File: src/rtl/square_wave_period_meter_if.sv
// Sample-in / measurement-out bundle for square_wave_period_meter.
interface square_wave_period_meter_if #(
    parameter int resolution_bits = 8,
    parameter int period_width    = 16
);
    logic [resolution_bits-1:0] wave_in;
    logic [period_width-1:0]    period_out;
    logic [period_width-1:0]    high_time_out;
    logic                       period_valid;
    logic                       no_signal;

    modport master (
        output wave_in,
        input  period_out, high_time_out, period_valid, no_signal
    );

    modport slave (
        input  wave_in,
        output period_out, high_time_out, period_valid, no_signal
    );
endinterface

File: src/rtl/square_wave_period_meter.sv
// Thresholds a sample stream and measures period / high time between rising crossings.
// Optional build macro PERIOD_METER_HYSTERESIS_EN selects the two-threshold level detector.
module square_wave_period_meter #(
    parameter int                         resolution_bits = 8,
    parameter int                         period_width    = 16,
    parameter logic [resolution_bits-1:0] high_thresh     = 8'hC0,
    parameter logic [resolution_bits-1:0] low_thresh      = 8'h40
) (
    input  logic                       clk,
    input  logic                       reset,
    square_wave_period_meter_if.slave  bus
);

    typedef enum logic {SEARCH, MEASURE} state_t;

    localparam logic [period_width-1:0]    count_all_ones = '1;
    localparam logic [period_width-1:0]    count_one      = {{(period_width-1){1'b0}}, 1'b1};
    localparam logic [resolution_bits-1:0] midscale       = {1'b1, {(resolution_bits-1){1'b0}}};

    if (high_thresh < low_thresh) begin : g_bad_thresh
        $error("square_wave_period_meter: high_thresh below low_thresh");
    end

    function automatic logic [period_width-1:0] sat_inc(input logic [period_width-1:0] v);
        return (v == count_all_ones) ? v : v + count_one;
    endfunction

    state_t                  state_p0, state_nxt;
    logic                    level_p0, level_nxt;
    logic [period_width-1:0] count_p0, count_nxt;
    logic [period_width-1:0] high_cap_p0, high_cap_nxt;
    logic [period_width-1:0] period_p1, period_nxt;
    logic [period_width-1:0] high_time_p1, high_time_nxt;
    logic                    vld_p1, vld_nxt;
    logic                    no_signal_p1, no_signal_nxt;
    logic                    rise, fall;

    always_comb begin
`ifdef PERIOD_METER_HYSTERESIS_EN
        if (bus.wave_in >= high_thresh)
            level_nxt = 1'b1;
        else if (bus.wave_in < low_thresh)
            level_nxt = 1'b0;
        else
            level_nxt = level_p0;
`else
        // Comparing against midscale is the same as taking the sample MSB.
        level_nxt = (bus.wave_in >= midscale);
`endif
        rise = level_nxt & ~level_p0;
        fall = ~level_nxt & level_p0;

        state_nxt     = state_p0;
        count_nxt     = count_p0;
        high_cap_nxt  = high_cap_p0;
        period_nxt    = period_p1;
        high_time_nxt = high_time_p1;
        vld_nxt       = 1'b0;
        no_signal_nxt = no_signal_p1;

        case (state_p0)
            SEARCH: begin
                if (rise) begin
                    state_nxt = MEASURE;
                    count_nxt = count_one;
                end
            end
            MEASURE: begin
                // A rise beats the timeout, so a full-scale period is still reported.
                if (rise) begin
                    period_nxt    = count_p0;
                    high_time_nxt = high_cap_p0;
                    vld_nxt       = 1'b1;
                    no_signal_nxt = 1'b0;
                    count_nxt     = count_one;
                end else if (fall) begin
                    high_cap_nxt = count_p0;
                    count_nxt    = sat_inc(count_p0);
                end else if (count_p0 == count_all_ones) begin
                    state_nxt     = SEARCH;
                    no_signal_nxt = 1'b1;
                end else begin
                    count_nxt = sat_inc(count_p0);
                end
            end
            default: state_nxt = SEARCH;
        endcase
    end

    // Stage p0: level detector and period counter; stage p1: reported measurement.
    always_ff @(posedge clk) begin
        if (reset) begin
            state_p0     <= SEARCH;
            level_p0     <= 1'b0;
            count_p0     <= '0;
            high_cap_p0  <= '0;
            period_p1    <= '0;
            high_time_p1 <= '0;
            vld_p1       <= 1'b0;
            no_signal_p1 <= 1'b1;
        end else begin
            state_p0     <= state_nxt;
            level_p0     <= level_nxt;
            count_p0     <= count_nxt;
            high_cap_p0  <= high_cap_nxt;
            period_p1    <= period_nxt;
            high_time_p1 <= high_time_nxt;
            vld_p1       <= vld_nxt;
            no_signal_p1 <= no_signal_nxt;
        end
    end

    assign bus.period_out    = period_p1;
    assign bus.high_time_out = high_time_p1;
    assign bus.period_valid  = vld_p1;
    assign bus.no_signal     = no_signal_p1;

endmodule

File: src/flat_wrapper.sv
// flat-port wrapper written by rule: the top's interface ports become plain ports
module square_wave_period_meter_flat 
#(
    parameter int                         resolution_bits = 8,
    parameter int                         period_width    = 16,
    parameter logic [resolution_bits-1:0] high_thresh     = 8'hC0,
    parameter logic [resolution_bits-1:0] low_thresh      = 8'h40
)
  (clk, reset, bus_wave_in, bus_period_out, bus_high_time_out, bus_period_valid, bus_no_signal);
  square_wave_period_meter_if #(.resolution_bits(resolution_bits), .period_width(period_width)) bus_i ();
  input  logic clk;
  input  logic reset;
  input wire logic [$bits(bus_i.wave_in)-1:0] bus_wave_in;
  output wire logic [$bits(bus_i.period_out)-1:0] bus_period_out;
  output wire logic [$bits(bus_i.high_time_out)-1:0] bus_high_time_out;
  output wire logic [$bits(bus_i.period_valid)-1:0] bus_period_valid;
  output wire logic [$bits(bus_i.no_signal)-1:0] bus_no_signal;
  assign bus_i.wave_in = bus_wave_in;
  assign bus_period_out = bus_i.period_out;
  assign bus_high_time_out = bus_i.high_time_out;
  assign bus_period_valid = bus_i.period_valid;
  assign bus_no_signal = bus_i.no_signal;
  square_wave_period_meter #(.resolution_bits(resolution_bits), .period_width(period_width), .high_thresh(high_thresh), .low_thresh(low_thresh)) u_core (.clk(clk), .reset(reset), .bus(bus_i));
endmodule
File: config.mk
export PLATFORM = sky130hd
export DESIGN_NAME = square_wave_period_meter_flat
export DESIGN_NICKNAME = d
export VERILOG_FILES = /design/src/rtl/square_wave_period_meter_if.sv /design/src/rtl/square_wave_period_meter.sv /design/src/flat_wrapper.sv
export SDC_FILE = /design/constraint.sdc
export NUM_CORES = 1
export LEC_CHECK = 0
export CELL_PAD_IN_SITES_DETAIL_PLACEMENT = 1
export CELL_PAD_IN_SITES_GLOBAL_PLACEMENT = 1
export CORE_MARGIN = 5
export CORE_UTILIZATION = 30
export DETAILED_ROUTE_END_ITERATION = 8
export GPL_TIMING_DRIVEN = 0
export PLACE_DENSITY_LB_ADDON = 0.1
export SYNTH_ARGS = -nofsm -noshare
export SYNTH_HDL_FRONTEND = slang
export SYNTH_SLANG_ARGS = --single-unit
File: constraint.sdc
create_clock -name clk -period 1.6 [get_ports clk]
set_clock_uncertainty 0.1 [all_clocks]
set_input_delay 0.32 -clock clk [delete_from_list [all_inputs] [get_ports clk]]
set_output_delay 0.32 -clock clk [all_outputs]
set_load 0.01 [all_outputs]
==> metrics.csv, run 1 <==
stage,metric,value,unit
cts,worst-skew pair later-pin latency,0.35,ns
floorplanning,Die X,103,um
synthesis,Synth cell types,35,
synthesis,"FF+latch count, synth",68,
synthesis,Synth area leader,dfxtp_1,
grt,largest net degree at the start of global routing,12,
finish,Fill cells,1051,
synthesis,cell with the most instances after synthesis,nand2_1,
detailed_routing,Via density,4.87,
cts,Worst-path clk slew,0.07,ns
timing,Slew Limit Fails,0,
cts,CTS H-tree depth,3,
synthesis,post-synth net total,336,
finish,Multi-input gate area,1330,um2
synthesis,mapped cell area,2620,um2
timing,Slew headroom,0.656,
timing,setup ws final,-0.0806,ns
cts,CTS max path bufs,2,
worst_setup_path,CP Capture Type,flop,
flow_run,Max Cap Viol,0,
worst_setup_path,Worst Path Required,1.78,ns
floorplanning,IO Pins,44,
cts,TritonCTS Buffers,9,
timing,Slew @ Worst Pin,0.516,ns
detailed_routing,Detailed Routing Iterations Pass 1,4,
run_status,failing checks,setup timing,
synthesis,Post-synth EDFFs,0,
timing,Final Hold Viols,0,
run_status,outcome,"finished, violations left",
place,dpl hpwl,5190,um
pwr,pwr/cell area,805,nW/um2
detailed_routing,post-route ant nets,0,
synthesis,post-synthesis sequential area ratio,0.520,
pwr,worst vdd ir,0.392,mV
synthesis,most common flop cell mapped by yosys,dfxtp_1,
floorplanning,core footprint,8590,um2
finish,final net count,418,
timing,FMAX,595,MHz
worst_setup_path,CP cell instances,"ha_4, nand3_4, nor4_4, buf_6, buf_6, or4_4, a21oi_2",
hold_path,HP Class,in2reg,
floorplanning,initial core utilization,0.305,
timing,RSZ-0062 raised after global routing,yes,
worst_setup_path,slowest library cell on the worst path,or4_4,
worst_setup_path,worst-path maximum fanout,8,
worst_setup_path,Startpoint Class,flop,
floorplanning,Site Rows,34,
floorplanning,Die ar.,10700,um2
cts,CTS Sinks,68,
synthesis,ys async rst share,0,
synthesis,Synth top cells by count,"nand2_1 (102), dfxtp_1 (68), a21oi_1 (59)",
synthesis,Ys Warns,0,
synthesis,Gate Count Post-Synth,325,
detailed_routing,initial DRC count,67,
detailed_routing,DR WL/cell,15.8,um
finish,layout cell share with drive strength beyond 1,0.275,
timing,final setup vio count,7,
finish,# diodes,0,
cts,Root Driver,clkbuf_8,
place,number of port buffers,35,
worst_setup_path,CP bufs+invs,2,
synthesis,syn avg cell area,8.05,um2
grt,initial antenna violation count,0,
worst_setup_path,CP Class,reg2reg,
finish,Syn-to-layout area delta,44.7,%
detailed_routing,total routed wirelength,8200,um
detailed_routing,vias,2525,
synthesis,Synth area leaders,"dfxtp_1 (52%), nand2_1 (15%), a21oi_1 (11%)",
cts,CTS tree,yes,
place,Placer Congestion,0.751,
grt,first-pass GRT wire length,13100,um
timing,fin crit share,1.05,
detailed_routing,DRC Markers,0,
worst_setup_path,crit-path most repeated cell,buf_6,
worst_setup_path,critical path's largest stage delay,0.41,ns
floorplanning,Die H,103,um
finish,sequential cell area,1420,um2
worst_setup_path,crit path DAT,1.86,ns
timing,Fin Setup TNS,-0.287,ns
timing,min cycle time layout,1.68,ns
pwr,Lkg Pwr,1.46,nW
synthesis,Yosys top cell area share,0.520,
grt,vias in the first global route,2549,
grt,grt ovf,0,
grt,GRT Overall Usage,0.161,
worst_setup_path,crit-path leading delay family,simple AND/OR/NAND/NOR gates,
finish,final core utilization,0.441,
final timing paths:
check / from / endpoint / slack [ns] / cells past startpoint
worst max-delay path: u_core.count_p0[0]$_SDFFE_PP0P_ / u_core.count_p0[7]$_SDFFE_PP0P_ / -0.08 / 7
worst min-delay path: reset / u_core.level_p0$_SDFF_PP0_ / 0.28 / 2
worst max register to register: u_core.count_p0[0]$_SDFFE_PP0P_ / u_core.count_p0[7]$_SDFFE_PP0P_ / -0.08 / 7
worst min register to register: u_core.bus.high_time_out[7]$_SDFFE_PP0P_ / u_core.bus.high_time_out[7]$_SDFFE_PP0P_ / 0.35 / 2
metal layers:
layer	track usage	part of all wire	wire length, um	vias up
met3	0.0456	0.038	310	8
met2	0.255	0.48	3970	47
met1	0.208	0.47	3820	1197
met5	0	0	0	-
met4	0.0627	0.012	96	0
li1	-	-	-	1273
cells in the final DEF (no fill, tap or decap), types with 5 or more instances in the layout:
cell type	synthesis	final
clkbuf_1	16	7
buf_4	0	40
nor2_1	7	7
nand3_1	7	5
dfxtp_1	68	51
buf_6	0	5
nand2_1	102	100
dlygate4sd2_1	0	34
a21oi_1	59	55
o31ai_1	6	5
dfxtp_4	0	14
clkbuf_8	0	10
power breakdown:
part           total (W)  leakage [nW]  switching, W  internal, W
sequential       0.00169         0.561     0.0000112      0.00168
clock            0.00120        0.0779      0.000660     0.000545
combinational   0.000151         0.822      0.000101    0.0000507
registers in the layout, indices dropped and copies added (netlist names):
signal and flops:
u_core.bus.no_signal 1, u_core.bus.period_out 16, u_core.bus.high_time_out 16, u_core.state_p0 1, u_core.level_p0 1, u_core.count_p0 16, u_core.high_cap_p0 16, u_core.bus.period_valid 1
cell families (layout without fill, tap and decap cells):
group,count (synthesis),count (layout),share of synthesized area
AO/OA/AOI/OAI,78,78,0.168
buffers and inverters,26,112,0.0401
AND/OR/NAND/NOR,150,150,0.261
adder cells (fa/ha/maj),1,1,0.00478
XOR/XNOR,2,2,0.00669
flip-flops,68,68,0.520
area by class of cell:
cell class,count,area share
buffer,19,0.0320
tap,108,0.0357
timing repair buffer,74,0.161
sequential,68,0.374
clock inverter,5,0.00793
clock buffer,10,0.0337
multi-input combinational,231,0.351
inverter,4,0.00396
stage by stage:
step | worst slack, ns | hold slack [ns] | cell area (um2) | instances | power (W)
CTS | -0.0411 | 0.263 | 3540 | 499 | 0.00309
floorplan | -0.0124 | 0.332 | 2650 | 325 | 0.00183
global route | -0.148 | 0.318 | 3790 | 519 | 0.00322
detailed placement | -0.766 | 0.347 | 3130 | 468 | 0.00187
global placement | -0.758 | 0.343 | 3130 | 468 | 0.00187
finish | -0.0806 | 0.285 | 3790 | 519 | 0.00305
what timing repair did:
action / in CTS / in global routing
hold buffers: 0 / 0
pin swaps: 11 / 17
endpoints found under the setup margin: 95 / 29
gates cloned: 0 / 0
gates resized for setup: 89 / 34
setup buffers: 19 / 20
(Power assumes the default switching activity.)
==> inputs of run 2 (changes only) <==
- CTS_CLUSTER_DIAMETER: not set -> 60
- PLACE_DENSITY_LB_ADDON: 0.1 -> 0.08
==> metrics.csv, run 2 (synthesis results as in run 1) <==
stage,metric,value,unit,change
timing,Final Hold Viols,0,,unchanged
detailed_routing,DRC Markers,0,,unchanged
detailed_routing,Detailed Routing Iterations Pass 1,4,,unchanged
cts,CTS max path bufs,2,,unchanged
cts,Root Driver,clkbuf_8,,
worst_setup_path,crit path DAT,1.84,ns,-0.02 ns
floorplanning,Die X,103,um,unchanged
pwr,Lkg Pwr,1.55,nW,+6.0%
floorplanning,Die H,103,um,unchanged
cts,TritonCTS Buffers,9,,unchanged
worst_setup_path,CP Class,reg2reg,,
worst_setup_path,Startpoint Class,flop,,
cts,CTS Sinks,68,,unchanged
grt,initial antenna violation count,0,,unchanged
finish,layout cell share with drive strength beyond 1,0.286,,+0.0111
cts,CTS H-tree depth,3,,unchanged
floorplanning,initial core utilization,0.305,,unchanged
grt,grt ovf,0,,unchanged
worst_setup_path,crit-path leading delay family,simple AND/OR/NAND/NOR gates,,
worst_setup_path,CP cell instances,"nand4_4, or2_4, or4_4, a21oi_2",,
grt,GRT Overall Usage,0.169,,+0.00748
timing,final setup vio count,7,,unchanged
place,Placer Congestion,0.816,,+8.6%
hold_path,Worst Hold End,u_core.level_p0$_SDFF_PP0_,,
flow_run,Max Cap Viol,0,,unchanged
worst_setup_path,worst-path maximum fanout,6,,-2
finish,# diodes,0,,unchanged
finish,final instance area,3940,um2,+4.0%
detailed_routing,post-route ant nets,0,,unchanged
cts,CTS Hold Bufs,0,,unchanged
place,number of port buffers,35,,unchanged
detailed_routing,vias,2568,,+1.7%
finish,Syn-to-layout area delta,50.5,%,
worst_setup_path,CP bufs+invs,0,,-2
timing,RSZ-0062 raised after global routing,yes,,
finish,most frequent cells in the layout,"nand2_1 (100), a21oi_1 (57), dfxtp_1 (51), buf_4 (42), dlygate4sd2_1 (35)",,
worst_setup_path,R2R Path Start,u_core.count_p0[7]$_SDFFE_PP0P_,,
worst_setup_path,R2R Path End,u_core.count_p0[15]$_SDFFE_PP0P_,,
place,"Cell Area, Placed",3130,um2,unchanged
run_status,outcome,"finished, violations left",,
floorplanning,IO Pins,44,,unchanged
finish,final net count,422,,+0.96%
timing,Slew Limit Fails,0,,unchanged
detailed_routing,initial DRC count,49,,-27%
detailed_routing,DR WL/cell,16.1,um,+1.6%
timing,Slew headroom,0.671,,+0.0144
worst_setup_path,CP Capture Type,flop,,
timing,Slew @ Worst Pin,0.494,ns,-0.0217 ns
cts,Worst-path clk slew,0.07,ns,about the same
timing,setup ws final,-0.0544,ns,+0.0263 ns
grt,first-pass GRT wire length,13800,um,+5.4%
finish,"most common cell after layout, fill and taps aside",nand2_1,,
grt,largest net degree at the start of global routing,13,,+1
detailed_routing,Via density,4.90,,+0.73%
floorplanning,core footprint,8590,um2,unchanged
timing,fin crit share,1.03,,-0.0164
worst_setup_path,Reg2Reg Depth,4,,-3
hold_path,Worst Hold Depth,2,,unchanged
cts,CTS tree,yes,,
worst_setup_path,slowest library cell on the worst path,or4_4,,
worst_setup_path,critical path's largest stage delay,0.52,ns,+0.11 ns
run_status,failing checks,setup timing,,
finish,final core utilization,0.458,,+0.0175
pwr,worst vdd ir,0.512,mV,+31%
hold_path,HP Class,in2reg,,
cts,worst-skew pair later-pin latency,0.35,ns,about the same
hold_path,worst hold start,reset,,
floorplanning,Die ar.,10700,um2,unchanged
worst_setup_path,Worst Path Required,1.78,ns,about the same
place,dpl hpwl,5310,um,+2.4%
timing,FMAX,604,MHz,+1.6%
floorplanning,Site Rows,34,,unchanged
pwr,pwr/cell area,931,nW/um2,+16%
timing,min cycle time layout,1.65,ns,-0.0263 ns
detailed_routing,total routed wirelength,8410,um,+2.6%
worst_setup_path,register-to-register setup slack,-0.05,ns,+0.03 ns
grt,vias in the first global route,2696,,+5.8%
-- run 2: changes by cell type in the layout (fill, tap and decap cells not counted), moves of 2 or more --
| cell | before | now |
|---|---|---|
| clkbuf_8 | 10 | 12 |
| buf_4 | 40 | 42 |
| clkbuf_2 | 1 | 4 |
| clkinv_4 | 0 | 2 |
| buf_2 | 4 | 1 |
| a21oi_1 | 55 | 57 |
| clkinv_2 | 3 | 0 |
| a21oi_2 | 4 | 2 |
| bufinv_16 | 0 | 3 |
| clkinvlp_4 | 2 | 0 |
-- run 2: area by class of cell --
class | instances | area, um2
Buffer | 19 | 120
Clock buffer | 11 | 151
Clock inverter | 5 | 108
Fill cell | 1020 | 4650
Inverter | 4 | 15.0
Multi-Input combinational cell | 231 | 1330
Sequential cell | 68 | 1420
Tap cell | 108 | 135
Timing Repair Buffer | 78 | 658
-- run 2: power by group --
part           internal, W  leakage (nW)  switching (W)
clock network      0.00113         0.130       0.000695
logic            0.0000530         0.858       0.000103
registers          0.00168         0.561      0.0000110
-- run 2: through the flow --
step / cells / power, W / setup slack (ns) / hold slack (ns) / TNS (ns)
floorplan: 325 / 0.00183 / -0.0124 / 0.332 / -0.0505
global placement: 468 / 0.00187 / -0.780 / 0.343 / -39.43
detailed placement: 468 / 0.00187 / -0.820 / 0.348 / -40.99
CTS: 512 / 0.00370 / -0.0755 / 0.275 / -0.440
global route: 524 / 0.00381 / -0.106 / 0.335 / -1.13
finish: 524 / 0.00367 / -0.0544 / 0.307 / -0.174
-- run 2: routing by layer --
| layer | vias to the layer above | GRT usage | wire length, um |
|---|---|---|---|
| li1 | 1287 | - | - |
| met1 | 1216 | 0.199 | 3660 |
| met2 | 50 | 0.292 | 4210 |
| met3 | 15 | 0.0490 | 375 |
| met4 | 0 | 0.0588 | 162 |
| met5 | - | 0 | 0 |
-- run 2: how the worst max path moves through the flow --
stage | start | endpoint | cells after the start | slack (ns)
2_1_floorplan | u_core.count_p0[0]$_SDFFE_PP0P_ | u_core.count_p0[5]$_SDFFE_PP0P_ | 4 | -0.01
3_3_place_gp | bus_wave_in[7] | u_core.bus.period_out[6]$_SDFFE_PP0P_ | 7 | -0.78
3_5_place_dp | bus_wave_in[7] | u_core.bus.period_out[6]$_SDFFE_PP0P_ | 7 | -0.82
4_1_cts | u_core.count_p0[10]$_SDFFE_PP0P_ | u_core.state_p0$_SDFF_PP0_ | 6 | -0.08
5_1_grt | u_core.count_p0[11]$_SDFFE_PP0P_ | u_core.count_p0[3]$_SDFFE_PP0P_ | 6 | -0.11
6_report | u_core.count_p0[7]$_SDFFE_PP0P_ | u_core.count_p0[15]$_SDFFE_PP0P_ | 4 | -0.05
-- run 2: worst register-to-register path: stages (launching register included) --
cell,delay [ns]
dfxtp_4,0.37
nand4_4,0.16
or2_4,0.32
or4_4,0.52
a21oi_2,0.13
-- run 2: timing repair --
item	in CTS	in global routing
pin swaps	9	15
buffers inserted	30	12
hold endpoints to repair	0	0
gates cloned	1	0
gates resized for setup	102	18
setup endpoints to repair	95	27
==> inputs of run 3 (changes only) <==
- clock period: 1.6 -> 1.69 ns (I/O delays scaled with it)
==> metrics.csv, run 3 (synthesis results as in run 1) <==
stage,metric,value,unit,change
finish,layout cell share with drive strength beyond 1,0.266,,-0.0200
worst_setup_path,CP Capture Type,flop,,
detailed_routing,Detailed Routing Iterations Pass 1,4,,unchanged
pwr,worst vdd ir,0.325,mV,-37%
hold_path,Worst Hold End,u_core.level_p0$_SDFF_PP0_,,
grt,GR Util met2,0.269,,-0.0235
worst_setup_path,R2R Path End,u_core.count_p0[11]$_SDFFE_PP0P_,,
finish,"most common cell after layout, fill and taps aside",nand2_1,,
floorplanning,core footprint,8590,um2,unchanged
timing,FMAX,575,MHz,-4.9%
grt,met1 usage,0.215,,+0.0163
grt,initial antenna violation count,0,,unchanged
worst_setup_path,crit path DAT,1.87,ns,+0.03 ns
grt,first-pass GRT wire length,13400,um,-2.9%
place,number of port buffers,35,,unchanged
timing,worst hold margin,0.319,ns,+0.0116 ns
timing,fin crit share,1.03,,-0.00476
cts,CTS Hold Bufs,0,,unchanged
cts,CTS Sinks,68,,unchanged
hold_path,HP Class,in2reg,,
detailed_routing,vias,2539,,-1.1%
run_status,failing checks,setup timing,,
finish,Syn-to-layout area delta,48.9,%,
worst_setup_path,CP Class,reg2reg,,
grt,vias in the first global route,2524,,-6.4%
grt,largest net degree at the start of global routing,17,,+4
worst_setup_path,worst-path maximum fanout,5,,-1
finish,most frequent cells in the layout,"nand2_1 (101), a21oi_1 (56), dfxtp_1 (52), buf_4 (33), dlymetal6s2s_1 (20)",,
floorplanning,IO Pins,44,,unchanged
cts,Worst-path clk slew,0.08,ns,about the same
detailed_routing,total routed wirelength,8530,um,+1.4%
detailed_routing,post-route ant nets,0,,unchanged
floorplanning,Site Rows,34,,unchanged
detailed_routing,initial DRC count,109,,+120%
run_status,outcome,"finished, violations left",,
grt,M3 GR Usage,0.0329,,-0.0161
timing,Slew headroom,0.606,,-0.0645
worst_setup_path,CP cell instances,"nand4_4, buf_6, nor4_4, buf_4, o311ai_0, o41ai_1",,
detailed_routing,DRC Markers,0,,unchanged
cts,CTS tree,yes,,
detailed_routing,DR WL/cell,16.6,um,+3.4%
floorplanning,Die H,103,um,unchanged
worst_setup_path,slowest library cell on the worst path,dfxtp_4,,
floorplanning,initial core utilization,0.305,,unchanged
timing,RSZ-0062 raised after global routing,yes,,
worst_setup_path,Reg2Reg Depth,6,,+2
finish,final net count,412,,-2.4%
cts,TritonCTS Buffers,9,,unchanged
flow_run,Max Cap Viol,0,,unchanged
grt,GRT Overall Usage,0.164,,-0.00467
floorplanning,Die ar.,10700,um2,unchanged
detailed_routing,Via density,4.94,,+0.79%
grt,grt ovf,0,,unchanged
timing,final setup vio count,3,,-4
worst_setup_path,register-to-register setup slack,-0.05,ns,about the same
cts,Root Driver,clkbuf_8,,
place,pre-CTS WS,-0.729,ns,+0.0906 ns
finish,# diodes,0,,unchanged
pwr,Lkg Pwr,1.67,nW,+7.8%
place,dpl hpwl,5330,um,+0.31%
cts,CTS H-tree depth,3,,unchanged
timing,Slew @ Worst Pin,0.589,ns,+0.0953 ns
pwr,pwr/cell area,833,nW/um2,-11%
cts,CTS max path bufs,2,,unchanged
worst_setup_path,Worst Path Required,1.82,ns,+0.04 ns
grt,grt peak-use layer,met2,,
timing,Final Hold Viols,0,,unchanged
hold_path,Worst Hold Depth,2,,unchanged
timing,min cycle time layout,1.74,ns,+0.0850 ns
timing,setup ws final,-0.0494,ns,+0.00498 ns
timing,Fin Setup TNS,-0.122,ns,+0.0521 ns
hold_path,worst hold start,reset,,
timing,Slew Limit Fails,0,,unchanged
floorplanning,Die X,103,um,unchanged
place,Placer Congestion,0.787,,-3.4%
worst_setup_path,R2R Path Start,u_core.count_p0[5]$_SDFFE_PP0P_,,
cts,worst-skew pair later-pin latency,0.35,ns,about the same
worst_setup_path,Startpoint Class,flop,,
worst_setup_path,critical path's largest stage delay,0.39,ns,-0.13 ns
==> run 3: cell types whose count changed in the layout (fill, tap and decap cells not counted), sizes merged <==
cell,before,now
buf,50,39
clkdlybuf4s50,0,11
bufinv,3,2
dlymetal6s2s,0,20
clkinvlp,0,2
dlygate4sd2,35,4
==> run 3: area by class of cell <==
type	instances	area, um2
inverter	4	15.0
clock buffer	10	128
tap	108	135
clock inverter	6	88.8
fill	1036	4690
buffer	18	113
sequential	68	1410
multi-input combinational	231	1340
timing repair buffer	69	669
==> run 3: stage by stage <==
step,area [um2],instances,util,power [W]
finish,3900,514,0.454,0.00325
global route,3900,514,0.454,0.00336
CTS,3670,502,0.427,0.00328
detailed placement,3100,468,0.361,0.00177
global placement,3100,468,0.361,0.00177
floorplan,2620,325,-,0.00173
==> run 3: metal layers <==
| layer | routed length, um | part of all wire |
|---|---|---|
| met5 | 0 | 0 |
| met4 | 100 | 0.012 |
| met1 | 3880 | 0.46 |
| met3 | 256 | 0.030 |
| met2 | 4290 | 0.50 |
==> run 3: how the worst max path moves through the flow <==
stage | start | to | slack (ns) | cells past startpoint
detailed placement | bus_wave_in[7] | u_core.bus.period_out[3]$_SDFFE_PP0P_ | -0.73 | 7
global route | u_core.count_p0[5]$_SDFFE_PP0P_ | u_core.count_p0[11]$_SDFFE_PP0P_ | -0.12 | 6
finish | u_core.count_p0[5]$_SDFFE_PP0P_ | u_core.count_p0[11]$_SDFFE_PP0P_ | -0.05 | 6
global placement | bus_wave_in[7] | u_core.bus.period_out[3]$_SDFFE_PP0P_ | -0.71 | 7
CTS | u_core.count_p0[1]$_SDFFE_PP0P_ | u_core.count_p0[0]$_SDFFE_PP0P_ | 0.0008 | 6
floorplan | u_core.count_p0[0]$_SDFFE_PP0P_ | u_core.count_p0[5]$_SDFFE_PP0P_ | 0.02 | 4
==> run 3: critical path: cells and delay by family, from the launching register on <==
family,cells,cell delay [ns]
DFF,1,0.39
and+or+nand+nor,2,0.48
buffers and inverters,2,0.37
AOI/OAI and AO/OA,2,0.27
==> run 3: report_power, final <==
part | total [W] | switching [W] | leakage, nW | internal [W]
combinational | 0.000139 | 0.0000940 | 1.01 | 0.0000447
sequential | 0.00160 | 0.0000102 | 0.560 | 0.00159
clock | 0.00151 | 0.000677 | 0.102 | 0.000831
==> run 3: timing repair <==
item	4_1_cts	5_1_grt
setup endpoints to repair	64	43
pin swaps	7	15
setup buffers	20	13
cloned	1	0
gates resized for setup	67	52
